### config.mk
export PLATFORM = sky130hd
export DESIGN_NAME = clk_div_bank
export DESIGN_NICKNAME = d
export VERILOG_FILES = /design/src/rtl/clk_div_pkg.sv /design/src/rtl/clk_div_ch.sv /design/src/rtl/clk_div_bank.sv
export SDC_FILE = /design/constraint.sdc
export NUM_CORES = 1
export LEC_CHECK = 0
export ABC_CLOCK_PERIOD_IN_PS = 13600
export CORE_ASPECT_RATIO = 0.75
export CORE_UTILIZATION = 55
export DETAILED_ROUTE_END_ITERATION = 8
export PLACE_DENSITY = 0.73
export SYNTH_ARGS = -nofsm -noshare
export SYNTH_HDL_FRONTEND = slang
export SYNTH_SLANG_ARGS = --single-unit
### constraint.sdc
create_clock -name clk -period 13.6 [get_ports clk]
set_input_delay 2.72 -clock clk [delete_from_list [all_inputs] [get_ports clk]]
set_output_delay 2.72 -clock clk [all_outputs]
set_load 0.005 [all_outputs]
### src/rtl/clk_div_pkg.sv
// Shared types and defaults for the clock divider bank.
package clk_div_pkg;

    typedef enum logic {
        MODE_TOGGLE = 1'b0,
        MODE_PULSE  = 1'b1
    } mode_t;

    localparam int CLK_DIV_CNT_W   = 24;
    localparam int CLK_DIV_DEF_DIV = 5000000;

endpackage

### src/rtl/clk_div_ch.sv
// One divider channel: counter, shadow divisor/mode, pending update and output logic.
// Optional sync_in restart is present only when CLK_DIV_SYNC_EN is defined.
module clk_div_ch
    import clk_div_pkg::*;
#(
    parameter int CNT_W   = CLK_DIV_CNT_W,
    parameter int DEF_DIV = CLK_DIV_DEF_DIV
) (
    input  logic             clk,
    input  logic             rst,
`ifdef CLK_DIV_SYNC_EN
    input  logic             sync_in,
`endif
    input  logic             en,
    input  logic             wr,
    input  logic [CNT_W-1:0] wr_div,
    input  mode_t            wr_mode,
    output logic             pending,
    output logic             clk_out,
    output logic             tick
);

    localparam logic [CNT_W-1:0] DEF_VAL = CNT_W'(DEF_DIV);

    logic [CNT_W-1:0] cnt;
    logic [CNT_W-1:0] act_div;
    logic [CNT_W-1:0] shd_div;
    logic [CNT_W-1:0] last;
    mode_t            act_mode;
    mode_t            shd_mode;
    logic             tc;
    logic             apply;
    logic             restart;

`ifdef CLK_DIV_SYNC_EN
    assign restart = sync_in;
`else
    assign restart = 1'b0;
`endif

    // A zero divisor is treated as one, so the channel then wraps every cycle.
    assign last  = (act_div == '0) ? '0 : act_div - CNT_W'(1);
    assign tc    = en && (cnt == last);
    assign apply = pending && (tc || !en || restart);

    always_ff @(posedge clk or posedge rst) begin
        if (rst) begin
            cnt      <= '0;
            clk_out  <= 1'b0;
            tick     <= 1'b0;
            act_div  <= DEF_VAL;
            shd_div  <= DEF_VAL;
            act_mode <= MODE_TOGGLE;
            shd_mode <= MODE_TOGGLE;
            pending  <= 1'b0;
        end else begin
            tick <= tc && !restart;

            if (restart || tc || apply) begin
                cnt <= '0;
            end else if (en) begin
                cnt <= cnt + CNT_W'(1);
            end

            if (restart || (apply && (shd_mode != act_mode))) begin
                clk_out <= 1'b0;
            end else if (act_mode == MODE_PULSE) begin
                clk_out <= tc;
            end else if (tc) begin
                clk_out <= ~clk_out;
            end

            // apply needs pending=1, which blocks new writes, so the two never overlap.
            if (apply) begin
                act_div  <= shd_div;
                act_mode <= shd_mode;
                pending  <= 1'b0;
            end else if (wr) begin
                shd_div  <= wr_div;
                shd_mode <= wr_mode;
                pending  <= 1'b1;
            end
        end
    end

endmodule

### src/rtl/clk_div_bank.sv
// Bank of independent clock dividers with a valid/ready configuration port.
// Define CLK_DIV_SYNC_EN to add the sync_in input that restarts all channels together.
module clk_div_bank
    import clk_div_pkg::*;
#(
    parameter int NUM_CH  = 2,
    parameter int CNT_W   = CLK_DIV_CNT_W,
    parameter int DEF_DIV = CLK_DIV_DEF_DIV
) (
    input  logic                                          clk,
    input  logic                                          rst,
`ifdef CLK_DIV_SYNC_EN
    input  logic                                          sync_in,
`endif
    input  logic [NUM_CH-1:0]                             en,
    input  logic                                          cfg_valid,
    output logic                                          cfg_ready,
    input  logic [((NUM_CH > 1) ? $clog2(NUM_CH) : 1)-1:0] cfg_ch,
    input  logic [CNT_W-1:0]                              cfg_div,
    input  logic                                          cfg_mode,
    output logic [NUM_CH-1:0]                             clk_out,
    output logic [NUM_CH-1:0]                             tick
);

    logic [NUM_CH-1:0] pending;
    logic [NUM_CH-1:0] wr;

    // Out-of-range channel numbers match nothing: accepted, then dropped.
    always_comb begin
        cfg_ready = 1'b1;
        wr        = '0;
        for (int i = 0; i < NUM_CH; i++) begin
            if (int'(cfg_ch) == i) begin
                cfg_ready = ~pending[i];
                wr[i]     = cfg_valid & ~pending[i];
            end
        end
    end

    for (genvar g = 0; g < NUM_CH; g++) begin : g_ch
        clk_div_ch #(
            .CNT_W   (CNT_W),
            .DEF_DIV (DEF_DIV)
        ) u_ch (
            .clk     (clk),
            .rst     (rst),
`ifdef CLK_DIV_SYNC_EN
            .sync_in (sync_in),
`endif
            .en      (en[g]),
            .wr      (wr[g]),
            .wr_div  (cfg_div),
            .wr_mode (mode_t'(cfg_mode)),
            .pending (pending[g]),
            .clk_out (clk_out[g]),
            .tick    (tick[g])
        );
    end

endmodule

==> results.py <==
metrics = {
    "setup_path": {
        "cp.buffers_inverters": 2,
        "path_common_cell": "clkdlybuf4s50_1",
        "cp-end-kind": "primary output",
        "crit_type": "primary input to primary output",
        "cp_slowest_stage_delay_ns": 0.53,
        "start_kind": "primary input",
        "cp_max_fo": 3,
        "crit_chain": "clkdlybuf4s50_1 -> mux2i_1 -> clkdlybuf4s50_1",
        "crit_slowest_cell": "clkdlybuf4s50_1",
        "worst_ep_arrival_time_ns": 3.96,
        "worstPathRequired_ns": 10.88,
        "critPathTopFamily": "buffers and inverters",
    },
    "die": {
        "die_w_um": 150.8,
        "num_rows": 40,
        "die_h_um": 113.6,
        "die_area_mm2": 0.01712,
        "core_area_mm2": 0.01612,
        "io_pins": 36,
        "start_util": 0.5665,
    },
    "synthesis": {
        "syn-cell-area_mm2": 0.009129,
        "synth_compound_area_frac": 0.09334,
        "ys_types": 78,
        "synth_common_cells": "dfrtp_1 (122), nor2_1 (80), mux2_2 (65)",
        "synth_area_leader_cell": "dfrtp_1",
        "yosysMostFrequentCell": "dfrtp_1",
        "seq_area_frac_synth": 0.4265,
        "synth_top_family_by_area": "simple AND/OR/NAND/NOR gates",
        "netlist_instances": 893,
        "synth_top_cell_area_share": 0.3344,
        "synth_ff_type": "dfrtp_1",
        "synth-seq-cells": 154,
        "avgSynthCellArea_um2": 10.22,
        "yosysWarnings": 0,
        "synthesis.nets": 928,
        "synth_edf_count": 0,
        "synth_mux_area_frac": 0.1449,
        "synth_area_leaders": "dfrtp_1 (33%), dfstp_2 (9.2%), mux2_2 (8.0%)",
        "synth_simple_gate_area_frac": 0.1997,
        "synth-async-reset-ratio": 1.000,
        "synth_adder_area_share": 0.005482,
        "synth-xor-area-share": 0.09169,
    },
    "drt": {
        "num_vias": 6866,
        "via_per_inst": 6.141,
        "drc": 0,
        "drt_wl_total_um": 19680,
        "final_antenna_net_count": 0,
        "dr.pass1.iters": 5,
        "wl_per_cell_um": 17.60,
        "drt_iter0_drc": 511,
    },
    "sta": {
        "rsz0062_at_grt": "no",
        "skew_ns": 0.01227,
        "maxSlewViolCount": 0,
        "final.period_utilization": 0.4914,
        "fin_crit_ns": 6.683,
        "hold_violations": 0,
        "max_freq_mhz": 149.6,
        "slew_headroom": 0.3051,
        "setup_violations": 0,
        "worst_pin_slew_ns": 1.042,
        "setup-tns-final_ns": 0,
    },
    "layout": {
        "diodes": 0,
        "drive_above_1_share": 0.1916,
        "fin_nets": 930,
        "fillers": 1306,
        "area_delta_synth_final_pct": 10.90,
        "final_cells": 1118,
        "final_cell_area_mm2": 0.01012,
    },
    "global_route": {
        "grt_pass1_wl_um": 32550,
        "gr-total-overflow": 0,
        "first_global_vias": 6214,
        "grt_max_degree": 80,
        "groute.usage.overall": 0.2482,
        "grt_antenna_before_repair": 0,
    },
    "run": {
        "maxCapViolations": 0,
    },
    "placed_design": {
        "port-buffer-count": 35,
        "numPlacedInstances": 1086,
        "hpwl_um": 13940,
        "place_congestion": 0.8610,
        "placed_area_mm2": 0.009548,
    },
    "pwr": {
        "p_per_area_mw_per_mm2": 167.4,
        "cellLeakagePower_uw": 0.004145,
        "irDropWorstVdd_mv": 0.09229,
        "power_uw": 1695,
    },
    "clocking": {
        "root_buffer": "clkbuf_16",
        "cts_tree": "done",
        "h-tree-depth": 4,
        "post_cts_buffers": 0,
        "clkSinkCount": 154,
        "cts_hold_buf": 0,
        "clk_latency_ns": 0.44,
        "cts_buffers": 17,
        "ctsResizeCount": 0,
        "max-clock-path-buffers": 2,
        "clk_pin_slew_ns": 0.07,
    },
    "min_path": {
        "hold_path.class": "flop to flop",
    },
    "status": {
        "outcome": "complete, no violations",
    },
}
-- layer usage --
layer,vias up,global-route usage,wire length [um]
li1,3273,-,-
met1,3399,0.4037,10250
met2,180,0.3217,8037
met3,14,0.05600,1205
met4,0,0.07000,189
met5,-,0,0
-- final timing paths --
check,endpoint,depth (start not counted),slack (ns),start
setup / recovery,cfg_ready,3,6.92,cfg_ch
hold / removal,g_ch[0].u_ch.act_div[0]$_DFFE_PP0N_,1,0.48,g_ch[0].u_ch.shd_div[0]$_DFFE_PP0P_
hold reg to reg,g_ch[0].u_ch.act_div[0]$_DFFE_PP0N_,1,0.48,g_ch[0].u_ch.shd_div[0]$_DFFE_PP0P_
min in group asynchronous,g_ch[0].u_ch.shd_div[16]$_DFFE_PP0P_,2,2.80,rst
setup reg to reg,g_ch[1].u_ch.act_div[16]$_DFFE_PP0N_,12,8.55,g_ch[1].u_ch.act_div[0]$_DFFE_PP0N_
max in group asynchronous,g_ch[0].u_ch.shd_div[5]$_DFFE_PP0P_,3,9.37,rst
-- layout make-up --
| cell class | count | area, um2 | share of cell area |
|---|---|---|---|
| Clock buffer | 18 | 439.2 | 0.04338 |
| Clock inverter | 14 | 136.4 | 0.01347 |
| Inverter | 21 | 83.83 | 0.008281 |
| Multi-Input combinational cell | 657 | 4890 | 0.4830 |
| Sequential cell | 154 | 3894 | 0.3846 |
| Tap cell | 210 | 262.8 | 0.02595 |
| Timing Repair Buffer | 44 | 417.9 | 0.04128 |
-- worst reg2reg max path: stages, from the launching register on --
cell,delay (ns)
dfrtp_1,0.49
inv_1,0.15
ha_1,0.29
nor3b_1,0.48
nand4_1,0.34
or4_1,0.50
and3_1,0.19
or4_1,0.54
or4_4,0.57
o41ai_4,0.28
buf_4,0.33
nand2_4,0.33
mux2_4,0.43
-- flip-flops by register name, summed over array words and instances (netlist names) --
name and flops:
g_ch.u_ch.act_div 48, g_ch.u_ch.shd_div 48, g_ch.u_ch.act_mode 2, g_ch.u_ch.cnt 48, g_ch.u_ch.tick 2, g_ch.u_ch.shd_mode 2
g_ch.u_ch.pending 2, g_ch.u_ch.clk_out 2
-- metrics by stage --
stage,setup WS [ns],utilization,hold slack (ns)
after global placement,6.922,0.5925,0.4610
after CTS,6.908,0.6282,0.4920
after floorplan,6.783,-,0.4541
final,6.917,0.6282,0.4849
after detailed placement,6.909,0.5925,0.4779
after global routing,6.836,0.6282,0.5102
-- power by group --
part	total (uW)	switching [uW]	internal (uW)
clock	466	206	260
combinational	478	220	257
sequential	751	164	586
-- kinds of logic (layout without fill, tap and decap cells) --
logic type | Yosys count | after routing
adders and majority gates | 4 | 4
muxes | 112 | 112
DFF | 154 | 154
xor gates and xnor gates | 89 | 89
AOI/OAI and AO/OA | 119 | 119
buffers and inverters | 82 | 97
and+or+nand+nor | 333 | 333
-- layout by cell type (no fill, tap or decap), drive strengths merged, types with 17 or more instances in the layout --
cell type and instances:
xnor2 46, a21oi 17, dfstp 32, nand3 30
inv 27, mux2 101, dfrtp 122, clkbuf 18
nor3 28, xor2 39, nor2 80, nand2 52
nand4 29, o21ai 23, and3 19, clkdlybuf4s50 35
Note: power is estimated with default switching activity, not from simulation.
